## config.mk

```make
export PLATFORM = sky130hd
export DESIGN_NAME = time_base_multi
export DESIGN_NICKNAME = d
export VERILOG_FILES = /design/src/rtl/time_base_multi.sv
export SDC_FILE = /design/constraint.sdc
export NUM_CORES = 1
export LEC_CHECK = 0
export CORE_ASPECT_RATIO = 1.75
export CORE_MARGIN = 2
export CORE_UTILIZATION = 60
export CTS_CLUSTER_DIAMETER = 80
export DETAILED_ROUTE_END_ITERATION = 7
export HOLD_SLACK_MARGIN = 0.1
export PLACE_DENSITY_LB_ADDON = 0.12
export SLEW_MARGIN = 10
export SYNTH_ARGS = -nofsm -noshare
export SYNTH_HDL_FRONTEND = slang
export SYNTH_SLANG_ARGS = --single-unit
```

## constraint.sdc

```tcl
create_clock -name clk -period 3.3 [get_ports clk]
set_input_delay 0.66 -clock clk [delete_from_list [all_inputs] [get_ports clk]]
set_output_delay 0.66 -clock clk [all_outputs]
set_load 0.02 [all_outputs]
```

## src/rtl/time_base_multi.sv

```systemverilog
// System us/ms tick generator with NUM_TIMERS independent programmable
// one-shot/periodic timers counting either tick.
`timescale 1ns/1ps
module time_base_multi #(
   parameter int CLK_FREQ   = 125_000_000,
   parameter int NUM_TIMERS = 4,
   parameter int CNT_WIDTH  = 16
) (
   input  logic                            clk,
   input  logic                            rst,
   output logic                            us_en,
   output logic                            ms_en,
   input  logic [NUM_TIMERS-1:0]           start_i,
   input  logic [NUM_TIMERS-1:0]           stop_i,
   input  logic [NUM_TIMERS*CNT_WIDTH-1:0] period_i,
   input  logic [NUM_TIMERS-1:0]           unit_ms_i,
   input  logic [NUM_TIMERS-1:0]           periodic_i,
   output logic [NUM_TIMERS-1:0]           busy_o,
   output logic [NUM_TIMERS-1:0]           expire_o
);

   localparam int US_DIV = CLK_FREQ / 1_000_000;
   localparam int UW     = (US_DIV < 2) ? 1 : $clog2(US_DIV);

   if ((CLK_FREQ % 1_000_000) != 0 || CLK_FREQ < 2_000_000 ||
       NUM_TIMERS < 1 || NUM_TIMERS > 16) begin : g_bad_param
      $error("time_base_multi: illegal CLK_FREQ or NUM_TIMERS");
   end

   typedef enum logic {IDLE, RUN} st_e;

   logic [UW-1:0] us_cnt_q, us_cnt_d;
   logic [9:0]    ms_cnt_q, ms_cnt_d;
   logic          us_en_q, us_en_d;
   logic          ms_en_q, ms_en_d;

   st_e                  st_q  [NUM_TIMERS];
   st_e                  st_d  [NUM_TIMERS];
   logic [CNT_WIDTH-1:0] per_q [NUM_TIMERS];
   logic [CNT_WIDTH-1:0] per_d [NUM_TIMERS];
   logic [CNT_WIDTH-1:0] rem_q [NUM_TIMERS];
   logic [CNT_WIDTH-1:0] rem_d [NUM_TIMERS];
   logic [NUM_TIMERS-1:0] unit_q, unit_d;
   logic [NUM_TIMERS-1:0] prd_q, prd_d;
   logic [NUM_TIMERS-1:0] exp_q, exp_d;
   logic [NUM_TIMERS-1:0] tick;

   // Prescaler: ms counter advances on the same edge that raises us_en.
   always_comb begin
      us_cnt_d = us_cnt_q + UW'(1);
      us_en_d  = 1'b0;
      ms_cnt_d = ms_cnt_q;
      ms_en_d  = 1'b0;
      if (us_cnt_q == UW'(US_DIV - 1)) begin
         us_cnt_d = '0;
         us_en_d  = 1'b1;
         if (ms_cnt_q == 10'd999) begin
            ms_cnt_d = '0;
            ms_en_d  = 1'b1;
         end else begin
            ms_cnt_d = ms_cnt_q + 10'd1;
         end
      end
   end

   assign tick = (unit_q & {NUM_TIMERS{ms_en_q}}) |
                 (~unit_q & {NUM_TIMERS{us_en_q}});

   // Channel next-state: stop beats start beats tick.
   always_comb begin
      st_d   = st_q;
      per_d  = per_q;
      rem_d  = rem_q;
      unit_d = unit_q;
      prd_d  = prd_q;
      exp_d  = '0;
      for (int k = 0; k < NUM_TIMERS; k++) begin
         if (stop_i[k]) begin
            st_d[k] = IDLE;
         end else if (start_i[k]) begin
            per_d[k]  = period_i[k*CNT_WIDTH +: CNT_WIDTH];
            rem_d[k]  = period_i[k*CNT_WIDTH +: CNT_WIDTH];
            unit_d[k] = unit_ms_i[k];
            prd_d[k]  = periodic_i[k];
            if (period_i[k*CNT_WIDTH +: CNT_WIDTH] == '0) begin
               st_d[k]  = IDLE;
               exp_d[k] = 1'b1;
            end else begin
               st_d[k] = RUN;
            end
         end else if (st_q[k] == RUN && tick[k]) begin
            if (rem_q[k] == CNT_WIDTH'(1)) begin
               exp_d[k] = 1'b1;
               if (prd_q[k]) rem_d[k] = per_q[k];
               else          st_d[k]  = IDLE;
            end else begin
               rem_d[k] = rem_q[k] - CNT_WIDTH'(1);
            end
         end
      end
   end

   always_ff @(posedge clk) begin
      if (rst) begin
         us_cnt_q <= '0;
         ms_cnt_q <= '0;
         us_en_q  <= 1'b0;
         ms_en_q  <= 1'b0;
         unit_q   <= '0;
         prd_q    <= '0;
         exp_q    <= '0;
         for (int k = 0; k < NUM_TIMERS; k++) begin
            st_q[k]  <= IDLE;
            per_q[k] <= '0;
            rem_q[k] <= '0;
         end
      end else begin
         us_cnt_q <= us_cnt_d;
         ms_cnt_q <= ms_cnt_d;
         us_en_q  <= us_en_d;
         ms_en_q  <= ms_en_d;
         unit_q   <= unit_d;
         prd_q    <= prd_d;
         exp_q    <= exp_d;
         for (int k = 0; k < NUM_TIMERS; k++) begin
            st_q[k]  <= st_d[k];
            per_q[k] <= per_d[k];
            rem_q[k] <= rem_d[k];
         end
      end
   end

   always_comb begin
      us_en    = us_en_q;
      ms_en    = ms_en_q;
      expire_o = exp_q;
      busy_o   = '0;
      for (int k = 0; k < NUM_TIMERS; k++) begin
         busy_o[k] = (st_q[k] == RUN);
      end
   end

endmodule

```

## Word-level counts from Yosys, hierarchy flattened

Cells that the tools add are included.

| storage, ports and cells | value |
|---|---|
| register bits after elaboration | 163 |
| output and inout port bits | 10 |
| input bits | 82 |

| cells by class | value |
|---|---|
| mux-type cells | 55 |
| bitwise operators | 9 |
| add/sub/neg operators | 6 |
| equality and inequality tests | 14 |
| reduce and logical (&&, ||, !) cells | 34 |

Operator list:

| operator | count |
|---|---|
| 2-to-1 mux 16 bit | 16 |
| == test 16 x 1 -> 1 bit, second input constant | 4 |
| logical NOT 16 bit | 4 |
| subtractor 16 x 1 -> 16 bit, second input constant | 4 |
| 2-to-1 mux 1 bit | 38 |
| AND reduction 3 bit | 8 |
| nonzero test 2 bit | 8 |
| inequality test 3 bit, second input constant | 4 |
| OR reduction 2 bit | 6 |
| adder 10 x 1 -> 10 bit, second input constant | 1 |
| == test 10 bit, second input constant | 1 |
| 2-to-1 mux 10 bit | 1 |
| AND 4 bit | 2 |
| inequality test 2 bit, second input constant | 4 |
| AND reduction 2 bit | 4 |
| adder 7 x 1 -> 7 bit, second input constant | 1 |
| == test 7 bit, second input constant | 1 |
| inverter 1 bit | 5 |
| logical AND 1 bit | 4 |
| inverter 4 bit | 1 |
| bitwise OR 4 bit | 1 |

## Logic depth before layout (Yosys ltp)

Gate-level depths: netlist of run 1.

| depth | value |
|---|---|
| word-level depth | 6 |
| depth in mapped cells | 9 |
| depth with buffers taken out | 7 |

## Worst setup path before layout of run 1

OpenSTA, ideal clock, no wires.

| timing path | value |
|---|---|
| kind | reg2reg |
| start | register rem_q[7] (netlist name) |
| end | register rem_q[15] (netlist name) |
| required time | 3.170 ns |
| clock period less this slack | 2.201 ns |
| library setup time | 0.130 ns |
| setup slack | 1.099 ns |
| cell stages (with the launch flop) | 8 |
| arrival | 2.070 ns |
| cells stage by stage | dfxtp_1 > or3_1 > buf_2 > or4_4 > buf_6 > or4_1 > o221ai_1 > a211oi_1 |

| between the ends | value |
|---|---|
| word-level cells in the longest chain between the ends | 4 |
| elaborated cells on any way between the ends | 7 |
| classes of those cells | add/sub: 1; eq/ne: 2; mux: 3; reduce/logical: 1 |

Ends and longest elaborated chain:

| what | line | text |
|---|---|---|
| start, declared | 41 | `logic [CNT_WIDTH-1:0] rem_q [NUM_TIMERS];` |
| start signal, assigned by index | 128 | `rem_q[k] <= rem_d[k];` |
| subtractor 16 x 1 -> 16 bit or == test 16 x 1 -> 1 bit (tied branches) | 97, 92 |  |
| 2-to-1 mux 16 bit | 92 | `if (rem_q[k] == CNT_WIDTH'(1)) begin` |
| 2-to-1 mux 16 bit | 91 | `end else if (st_q[k] == RUN && tick[k]) begin` |
| 2-to-1 mux 16 bit | 80 | `end else if (start_i[k]) begin` |

Several ways; a longest one is shown, not always the timed one. The select of a mux whose other input is x is not followed.
A chain may end at the register's enable or synchronous reset.

## Worst setup path in the final report of run 1

| timing path | value |
|---|---|
| start | register rem_q[16] (netlist name) |
| end | register rem_q[21] (netlist name) |

The elaborated chain is that of the path after synthesis.

==> impl_results.md, run 1 <==
* Leakage at approximately 3.8 nW
* Minimum clock period after layout at 2.58 ns
* Top delay family on crit path: simple AND/OR/NAND/NOR gates
* ANT nets after route at 0
* Hold Buf Count CTS at 0
* Clk Latency, worst-skew pair at between 0.4 and 0.5 ns
* Layout Nets at between 1000 and 1500
* Outcome: finished clean
* Largest family of logic cells by synthesized area: simple AND/OR/NAND/NOR gates
* Postcts setup bufs at 0
* Top-count cell post-synth: nand2_1
* Critical path class: reg -> reg
* Share of the synthesized area in the top cell type at a little under two fifths
* Final instance area at around 0.010 sq mm
* Die Ht at around 160 um
* Sequential share of power at between 40% and 50%
* Clk network pwr share at between 40% and 50%
* Drt pass-1 iters at 5
* Initial antenna violation count at 0
* Grt ovf at 0
* Synth Warn # at 0
* NetSw at 0.00146 W
* Initial core utilization at 61.7%
* Final period util at between 70% and 80%
* Final Skew at approximately 0.016 ns
* Syn nets at roughly 1200
* Synth cell count leaders: nand2_1 (224), dfxtp_1 (163), a21oi_1 (98)
* Max_cap viols at 0
* Post-synthesis compound-gate area fraction at approximately 24%
* FMAX at ~390 MHz
* Post-synth top flop: dfxtp_1
* Synthesized cell area at around 0.0086 sq mm
* Synthesized flop and latch total at 163
* Synth async-reset ratio at 0%
* Post-Synth XOR/XNOR Area at under 10%
* Worst min-delay path category: reg -> reg
* Dpl ws at 0.567 ns
* TritonCTS clock tree: built
* Inserted Diodes at 0
* Root buffer cell: clkbuf_16
* Sequential area share after synthesis at a little under two fifths
* Cells after Synth at approximately 1100
* Worst vdd ir at 0.345 mV
* Internal Power at 0.00383 W
* WP data arrival at 2.93 ns
* H-tree levels at 4
* RSZ-0062 raised after global routing: false
* Setup TNS at 0 ns
* P&R area growth vs syn at 20.1%
* Highest fanout seen on the critical path at 17
* Core area at 0.0139 sq mm
* Gate power share at around 18%
* Routed WL at between 20000 and 25000 um
* Largest net degree at the start of global routing at slightly below 60
* Crit path cell chain: ha_1 -> nor4b_1 -> nand4_1 -> buf_4 -> a211o_1 -> a31oi_1
* Share of cells above drive strength 1 at about 7%
* Area contributors post-synth: dfxtp_1 (38%), nand2_1 (9.8%), a21oi_1 (5.7%), o21ai_0 (4.3%), a31oi_1 (3.3%)
* Sw frac at between 20% and 30%
* DP Area at approximately 0.0097 sq mm
* Synth unique cells at 71
* Startpoint Class: flip-flop
* Via count at a little under 9000
* Die width at 94.4 um
* GPL Wtd Cong at 0.915
* Via-per-instance ratio at roughly 6.3
* Least-Margin Pin Slew at between 0.9 and 1 ns
* Global Route Usage Sum at between 30% and 40%
* Row count at 57
* Post-cts resize count at 0
* Adder-Cell Fraction of Synth Area at approximately 1.6%
* Clock sinks at 163
* Worst Path Required at 3.65 ns
* Clock buffer depth at 2
* First-pass GRT wire length at a little under 40000 um
* Final hold vios at 0
* Vias in the first global route at around 8400
* Cell accounting for the most synthesized area: dfxtp_1
* Buffers & Inverters on Critical Path at 1
* Worst setup slack after layout at 0.715 ns
* CP Capture Type: flip-flop
* Post-Synth Simple-Gate Area at between 20% and 30%
* Slew HR at ~37%
* Die area at 0.0153 sq mm
* Critical path's slowest cell: nor4b_1
* Register clock-pin slew on the reported worst setup and hold paths at ~0.07 ns
* Mux contribution to synthesized area at 0.759%
* DRC at 0
* Avg WL per Cell at roughly 17 um
* Slowest cell delay on critical path at between 0.6 and 0.7 ns
* # setup viols final at 0
* Number of synthesized flops with an enable pin at 0
* Pwr/cell area at 514 mW/mm^2
* Port Buffers at slightly above 90
* I/O pin total at roughly 90
* Post-Syn Area per Cell at roughly 7.6 sq um
* CTS buffer count at 17
* Pins Over Slew Limit at 0
* Drt first-iter violations at roughly 510
* DP HPWL at 16400 um
==> registers in the layout (all words and copies together), names as in the netlist <==
| register | count |
|---|---|
| per_q | 64 |
| rem_q | 64 |
| ms_cnt_q | 10 |
| us_cnt_q | 7 |
| busy_o | 4 |
| expire_o | 4 |
| prd_q | 4 |
| unit_q | 4 |
| ms_en | 1 |
| us_en | 1 |
==> cell families (layout without fill, tap and decap cells) <==
| logic type | Yosys count | count (layout) |
|---|---|---|
| flops | 163 | 163 |
| buf+inv | 102 | 183 |
| compound gates | 330 | 330 |
| simple gates | 475 | 475 |
| xor+xnor | 44 | 44 |
| mux | 6 | 6 |
| fa+ha+maj | 11 | 11 |
==> final timing paths <==
kind / cells past startpoint / slack, ns / start / endpoint
setup / recovery: 6 / 0.72 / rem_q[16] / rem_q[21]
hold / removal: 2 / 0.45 / per_q[44] / per_q[44]
setup reg to reg: 6 / 0.72 / rem_q[16] / rem_q[21]
hold reg to reg: 2 / 0.45 / per_q[44] / per_q[44]
==> layout make-up <==
class                           count  area, sq um
Fill cell                        1127         3610
Inverter                           32          120
Clock buffer                       19          433
Tap cell                          177          221
Sequential cell                   163         3260
Clock inverter                     12          204
Multi-Input combinational cell    866         4930
Timing Repair Buffer              120         1130
==> per-stage QoR <==
| step | hold slack (ns) | cells | utilization, % | total power, W |
|---|---|---|---|---|
| floorplan | 0.430 | 1131 | - | 0.00283 |
| global placement | 0.437 | 1358 | 69.5 | 0.00313 |
| detailed placement | 0.446 | 1358 | 69.5 | 0.00315 |
| CTS | 0.455 | 1389 | 74.1 | 0.00530 |
| global route | 0.470 | 1389 | 74.1 | 0.00549 |
| finish | 0.452 | 1389 | 74.1 | 0.00530 |
==> cells in the final DEF, fill, tap and decap left out, types with 10 or more instances in the layout <==
cell             count
o31ai_1             10
nand3_1             27
xor2_1              17
a31oi_1             45
o211ai_1            14
a21oi_1             98
nor2_1              75
nand2_1            224
nor4_1              32
o21ai_0             73
a21o_1              10
a211o_1             13
inv_1               32
dfxtp_1            163
nor3_1              40
clkdlybuf4s50_1     90
ha_1                11
clkbuf_16           17
buf_4               30
xnor2_1             27
==> power by group through the flow <==
stage | Sequential, W | Clock [W] | Combinational [W]
after global routing | 0.00220 | 0.00225 | 0.00105
after detailed placement | 0.00222 | 0 | 0.000931
after floorplan | 0.00219 | 0 | 0.000641
after global placement | 0.00222 | 0 | 0.000916
after CTS | 0.00218 | 0.00218 | 0.000943
final | 0.00218 | 0.00216 | 0.000954
==> routing by layer <==
metal | track usage [%] | share of wire (%) | vias to the layer above
li1 | - | - | 4225
met1 | 35.8 | 38 | 4097
met2 | 57.9 | 53 | 348
met3 | 4.31 | 5.3 | 75
met4 | 13.8 | 3.2 | 0
met5 | 0 | 0 | -
==> worst register-to-register path, stage by stage, from the launching register on <==
cell and delay, ns:
dfxtp_1 0.41, ha_1 0.22, nor4b_1 0.67, nand4_1 0.46
buf_4 0.34, a211o_1 0.26, a31oi_1 0.15
Note: power is estimated with default switching activity, not from simulation.
==> inputs of run 2 (changes only) <==
--- a/config.mk
+++ b/config.mk
@@ -7,7 +7,7 @@
 export LEC_CHECK = 0
 export CORE_ASPECT_RATIO = 1.75
 export CORE_MARGIN = 2
-export CORE_UTILIZATION = 60
+export CORE_UTILIZATION = 52
 export CTS_CLUSTER_DIAMETER = 80
 export DETAILED_ROUTE_END_ITERATION = 7
 export HOLD_SLACK_MARGIN = 0.1
==> constraint.sdc (replaced) <==
create_clock -name clk -period 2.2 [get_ports clk]
set_input_delay 0.44 -clock clk [delete_from_list [all_inputs] [get_ports clk]]
set_output_delay 0.44 -clock clk [all_outputs]
set_load 0.02 [all_outputs]
==> run 2 against run 1 <==
Compared with the run above:
- core utilization decreased by 7.0 points
- combinational power grew 70%
- critical path depth fell by 1
- count of clock-buffer cells in the layout decreased by 1
- routed wire length increased by 5.8%
- critical endpoint is now rem_q[45]
==> impl_results.md, run 2 (synthesized netlist as in run 1, its figures left out) <==
* Pwr/cell area at ~750 mW/mm^2
* FMAX at approximately 480 MHz
* # setup viols final at 0
* Fillers at around 1400
* Via count at approximately 8900
* Worst min-delay path category: in -> reg
* ANT nets after route at 0
* Final hold vios at 0
* Initial antenna violation count at 0
* Minimum clock period after layout at 2.10 ns
* Cells on Worst Hold Path at 2
* Max_cap viols at 0
* Routed WL at ~26000 um
* Postcts setup bufs at 0
* Crit path cell chain: or4_1 -> or2_2 -> or4b_1 -> o211ai_1 -> a211oi_1
* Core area at roughly 0.016 sq mm
* H-tree levels at 4
* Leakage at roughly 4.1 nW
* DP HPWL at ~18000 um
* Final period util at approximately 95%
* Buffers & Inverters on Critical Path at 0
* Avg WL per Cell at ~17 um
* Critical path class: reg -> reg
* First-pass GRT wire length at 40900 um
* Die Ht at 174 um
* DP Area at 0.0102 sq mm
* Die area at 0.0176 sq mm
* Clock buffer depth at 2
* Most frequent cells in the layout: nand2_1 (224), dfxtp_1 (162), a21oi_1 (98)
* Pins Over Slew Limit at 0
* Worst Path Required at about 2.5 ns
* P&R area growth vs syn at 27.4%
* RSZ-0062 raised after global routing: false
* Inserted Diodes at 0
* Initial core utilization at a little over half
* DRC at 0
* Via-per-instance ratio at between 6 and 7
* Layout Nets at 1353
* Slowest cell delay on critical path at 0.60 ns
* Largest net degree at the start of global routing at 44
* Hold Buf Count CTS at 0
* Die width at between 100 and 150 um
* Root buffer cell: clkbuf_16
* Worst r2r path cells at 5
* Critical path's slowest cell: or4_1
* I/O pin total at between 90 and 100
* Setup TNS at 0 ns
* Vias in the first global route at about 8600
* Most common cell after layout, fill and taps aside: nand2_1
* Cell depth of the worst setup path at 5
* CP Capture Type: flip-flop
* Row count at just over 60
* TritonCTS clock tree: built
* Clock sinks at ~160
* Port Buffers at 91
* Least-Margin Pin Slew at 0.647 ns
* WP data arrival at 2.41 ns
* Slew HR at a little under three fifths
* Share of cells above drive strength 1 at roughly 12%
* Highest fanout seen on the critical path at 6
* Top delay family on crit path: simple AND/OR/NAND/NOR gates
* Post-cts resize count at 0
* Grt ovf at 0
* Worst vdd ir at about 0.46 mV
* Largest registers: per_q x64, rem_q x64, ms_cnt_q x10
* Final instance area at 0.0109 sq mm
* Final core occ at roughly 67%
* Drt pass-1 iters at 5
* Register clock-pin slew on the reported worst setup and hold paths at 0.07 ns
* Outcome: finished clean
* CTS buffer count at 17
* GPL Wtd Cong at just over 0.9
* Drt first-iter violations at approximately 410
* Final Skew at ~0.010 ns
* Startpoint Class: flip-flop
* Global Route Usage Sum at 28.8%
* Clk Latency, worst-skew pair at 0.43 ns
* Pwr Total at 0.00822 W
## run 2: cell count changes in the layout (fill, tap and decap cells not counted), moves of 2 or more
cell	previous run	this run
nor3_2	1	3
inv_6	2	6
buf_12	0	5
buf_6	0	2
buf_4	30	82
nor3_1	40	38
## run 2: power breakdown
part,switching (W),internal [W],total [W]
Combinational,0.000855,0.000766,0.00162
Sequential,0.000155,0.00310,0.00326
Clock,0.00131,0.00204,0.00334
## run 2: metrics by stage
stage | hold WS (ns) | worst slack [ns] | instances
3_5_place_dp | 0.444 | 0.0499 | 1431
3_3_place_gp | 0.438 | 0.0762 | 1431
6_report | 0.337 | 0.103 | 1465
5_1_grt | 0.341 | 0.0107 | 1465
4_1_cts | 0.337 | 0.0619 | 1463
2_1_floorplan | 0.430 | 0.00801 | 1131
## run 2: worst paths after layout
kind | from | slack [ns] | end
setup / recovery | rem_q[40] | 0.10 | rem_q[45]
setup reg to reg | rem_q[40] | 0.10 | rem_q[45]
hold reg to reg | per_q[45] | 0.45 | per_q[45]
hold / removal | rst | 0.34 | per_q[28]
## run 2: per-layer routing
layer	share of wire, %	wire length (um)	up-vias	track usage [%]
li1	-	-	4344	-
met1	38	9850	4173	31.7
met2	52	13400	314	51.4
met3	4.9	1250	89	4.66
met4	4.3	1110	0	15.4
met5	0	0	-	0
## run 2: layout make-up
| type | instances | area, sq um | area share [%] |
|---|---|---|---|
| clock inverters | 14 | 223 | 2.04 |
| flip-flops and latches | 163 | 3260 | 29.9 |
| multi-input cells | 866 | 4990 | 45.6 |
| well taps | 192 | 240 | 2.20 |
| inverters | 32 | 120 | 1.10 |
| clock buffers | 18 | 429 | 3.93 |
| repair buffers | 180 | 1660 | 15.2 |
## run 2: worst register-to-register path, stage by stage, from the launching register on
cell and delay, ns:
dfxtp_1 0.36, or4_1 0.60, or2_2 0.31, or4b_1 0.51, o211ai_1 0.11, a211oi_1 0.09
==> inputs of run 3 (changes only) <==
--- a/config.mk
+++ b/config.mk
@@ -6,7 +6,6 @@
 export NUM_CORES = 1
 export LEC_CHECK = 0
 export CORE_ASPECT_RATIO = 1.75
-export CORE_MARGIN = 2
 export CORE_UTILIZATION = 52
 export CTS_CLUSTER_DIAMETER = 80
 export DETAILED_ROUTE_END_ITERATION = 7
==> run 3 against run 2 <==
Compared with the run above:
- sequential power about the same
- sequential cell count unchanged
- sequential share of layout area up 0.18 points
- largest cell class unchanged
==> impl_results.md, run 3 (synthesized netlist as in run 1, its figures left out) <==
* TritonCTS clock tree: built
* Crit path from: rem_q[8]
* Largest net degree at the start of global routing at 47
* Via-per-instance ratio at roughly 6.2
* # setup viols final at 0
* CP Capture Type: flip-flop
* Outcome: finished clean
* DP Area at approximately 0.01 sq mm
* Top delay family on crit path: simple AND/OR/NAND/NOR gates
* First-pass GRT wire length at about 41000 um
* Via count at approximately 9000
* Minimum clock period after layout at about 2.1 ns
* R2r endpoint: rem_q[15]
* Drt pass-1 iters at 7
* Drt first-iter violations at about 350
* Clock buffer depth at 2
* Initial antenna violation count at 0
* Worst min-delay path category: in -> reg
* Critical path's slowest cell: or4_4
* Slew HR at between 50% and 60%
* Root buffer cell: clkbuf_16
* Final hold vios at 0
* Crit path cell chain: or3_4 -> or4_4 -> or4_1 -> o221ai_1 -> a211oi_1
* Avg WL per Cell at ~17 um
* RSZ-0062 raised after global routing: false
* Largest registers: per_q x64, rem_q x64, ms_cnt_q x10
* Die width at 99.1 um
* Crit Reg-Reg Startpoint: rem_q[8]
* Fillers at about 1400
* FMAX at ~470 MHz
* Final period util at between 90% and 100%
* Pins Over Slew Limit at 0
* CTS buffer count at 17
* Critical path class: reg -> reg
* GPL Wtd Cong at between 0.9 and 1
* Startpoint Class: flip-flop
* Initial core utilization at between 50% and 60%
* Layout Nets at about 1400
* Register area at between 0.003 and 0.004 sq mm
* Max_cap viols at 0
* DP HPWL at between 15000 and 20000 um
* Grt ovf at 0
* Pwr/cell area at approximately 750 mW/mm^2
* Setup TNS at 0 ns
* Port Buffers at 91
* Vias in the first global route at 8684
* Worst r2r path cells at 5
* Hold Buf Count CTS at 0
* Slowest cell delay on critical path at between 0.5 and 0.6 ns
* Highest fanout seen on the critical path at 6
* Global Route Usage Sum at 30.4%
* Buffers & Inverters on Critical Path at 0
* Least-Margin Pin Slew at 0.670 ns
* Final Skew at roughly 0.0064 ns
* Flop2flop setup slack at 0.08 ns
* Cell depth of the worst setup path at 5
* P&R area growth vs syn at 26.6%
* Core area at approximately 0.016 sq mm
* I/O pin total at 92
* Clock sinks at 163
* Worst Path Required at approximately 2.5 ns
* DRC at 0
* Clk Latency, worst-skew pair at roughly 0.43 ns
* Routed WL at around 25000 um
* Row count at approximately 60
* Leakage at between 4 and 5 nW
* ANT nets after route at 0
* WP data arrival at 2.43 ns
* Inserted Diodes at 0
* Most common cell after layout, fill and taps aside: nand2_1
* Die area at approximately 0.017 sq mm
* Worst setup path endpoint: rem_q[15]
* Die Ht at 172 um
* Register clock-pin slew on the reported worst setup and hold paths at 0.07 ns
* Fin cells at between 1000 and 1500
* Most frequent cells in the layout: nand2_1 (224), dfxtp_1 (163), a21oi_1 (98)
* Worst vdd ir at around 0.53 mV
* H-tree levels at 4
* Footprint of the multi-input gates at about 0.005 sq mm
* Placed Cells at approximately 1400
* Final instance area at roughly 0.011 sq mm
* Share of cells above drive strength 1 at a little under an eighth
run 3: where the power goes:
part / total [W] / switching (W) / internal (W) / leakage, nW
Combinational: 0.00161 / 0.000851 / 0.000761 / 2.45
Clock: 0.00330 / 0.00125 / 0.00205 / 0.307
Sequential: 0.00326 / 0.000157 / 0.00311 / 1.33
run 3: worst min path at each step:
stage	depth (start not counted)	endpoint	startpoint
floorplan	1	us_cnt_q[0]	us_cnt_q[0]
global placement	2	per_q[48]	per_q[48]
detailed placement	2	per_q[48]	per_q[48]
CTS	2	us_en	rst
global route	2	us_en	rst
finish	2	us_en	rst
run 3: per-layer routing:
metal  up-vias  routed length [um]  GRT usage (%)
met5         -                   0              0
met4         0                 989           15.2
met3        85                1240           4.53
met2       315               13000           55.9
met1      4265               10000           33.8
li1       4344                   -              -
run 3: layout make-up:
cell class              count  share of cell area [%]
clock buffers              20                    4.11
clock inverters            12                    1.88
inverters                  32                    1.11
multi-input cells         866                    45.8
flip-flops and latches    163                    30.1
well taps                 189                    2.18
repair buffers            177                    14.9
run 3: through the flow:
| stage | util, % | hold WS [ns] | setup WS (ns) | power (W) |
|---|---|---|---|---|
| after floorplan | - | 0.430 | 0.00801 | 0.00425 |
| after global placement | 63.4 | 0.438 | 0.0794 | 0.00486 |
| after detailed placement | 63.4 | 0.443 | 0.0552 | 0.00488 |
| after CTS | 67.5 | 0.367 | 0.0481 | 0.00817 |
| after global routing | 67.7 | 0.401 | 0.00695 | 0.00849 |
| final | 67.7 | 0.388 | 0.0756 | 0.00817 |
run 3: what timing repair did:
action	in CTS	in global routing
setup buffers	0	1
endpoints found under the setup margin	0	10
resized for setup	0	8
run 3: worst reg2reg max path, delay by kind of cell (launching register included):
family,cells,cell delay [ns]
AO/OA/AOI/OAI,2,0.19
flip-flops,1,0.34
AND/OR/NAND/NOR,3,1.48
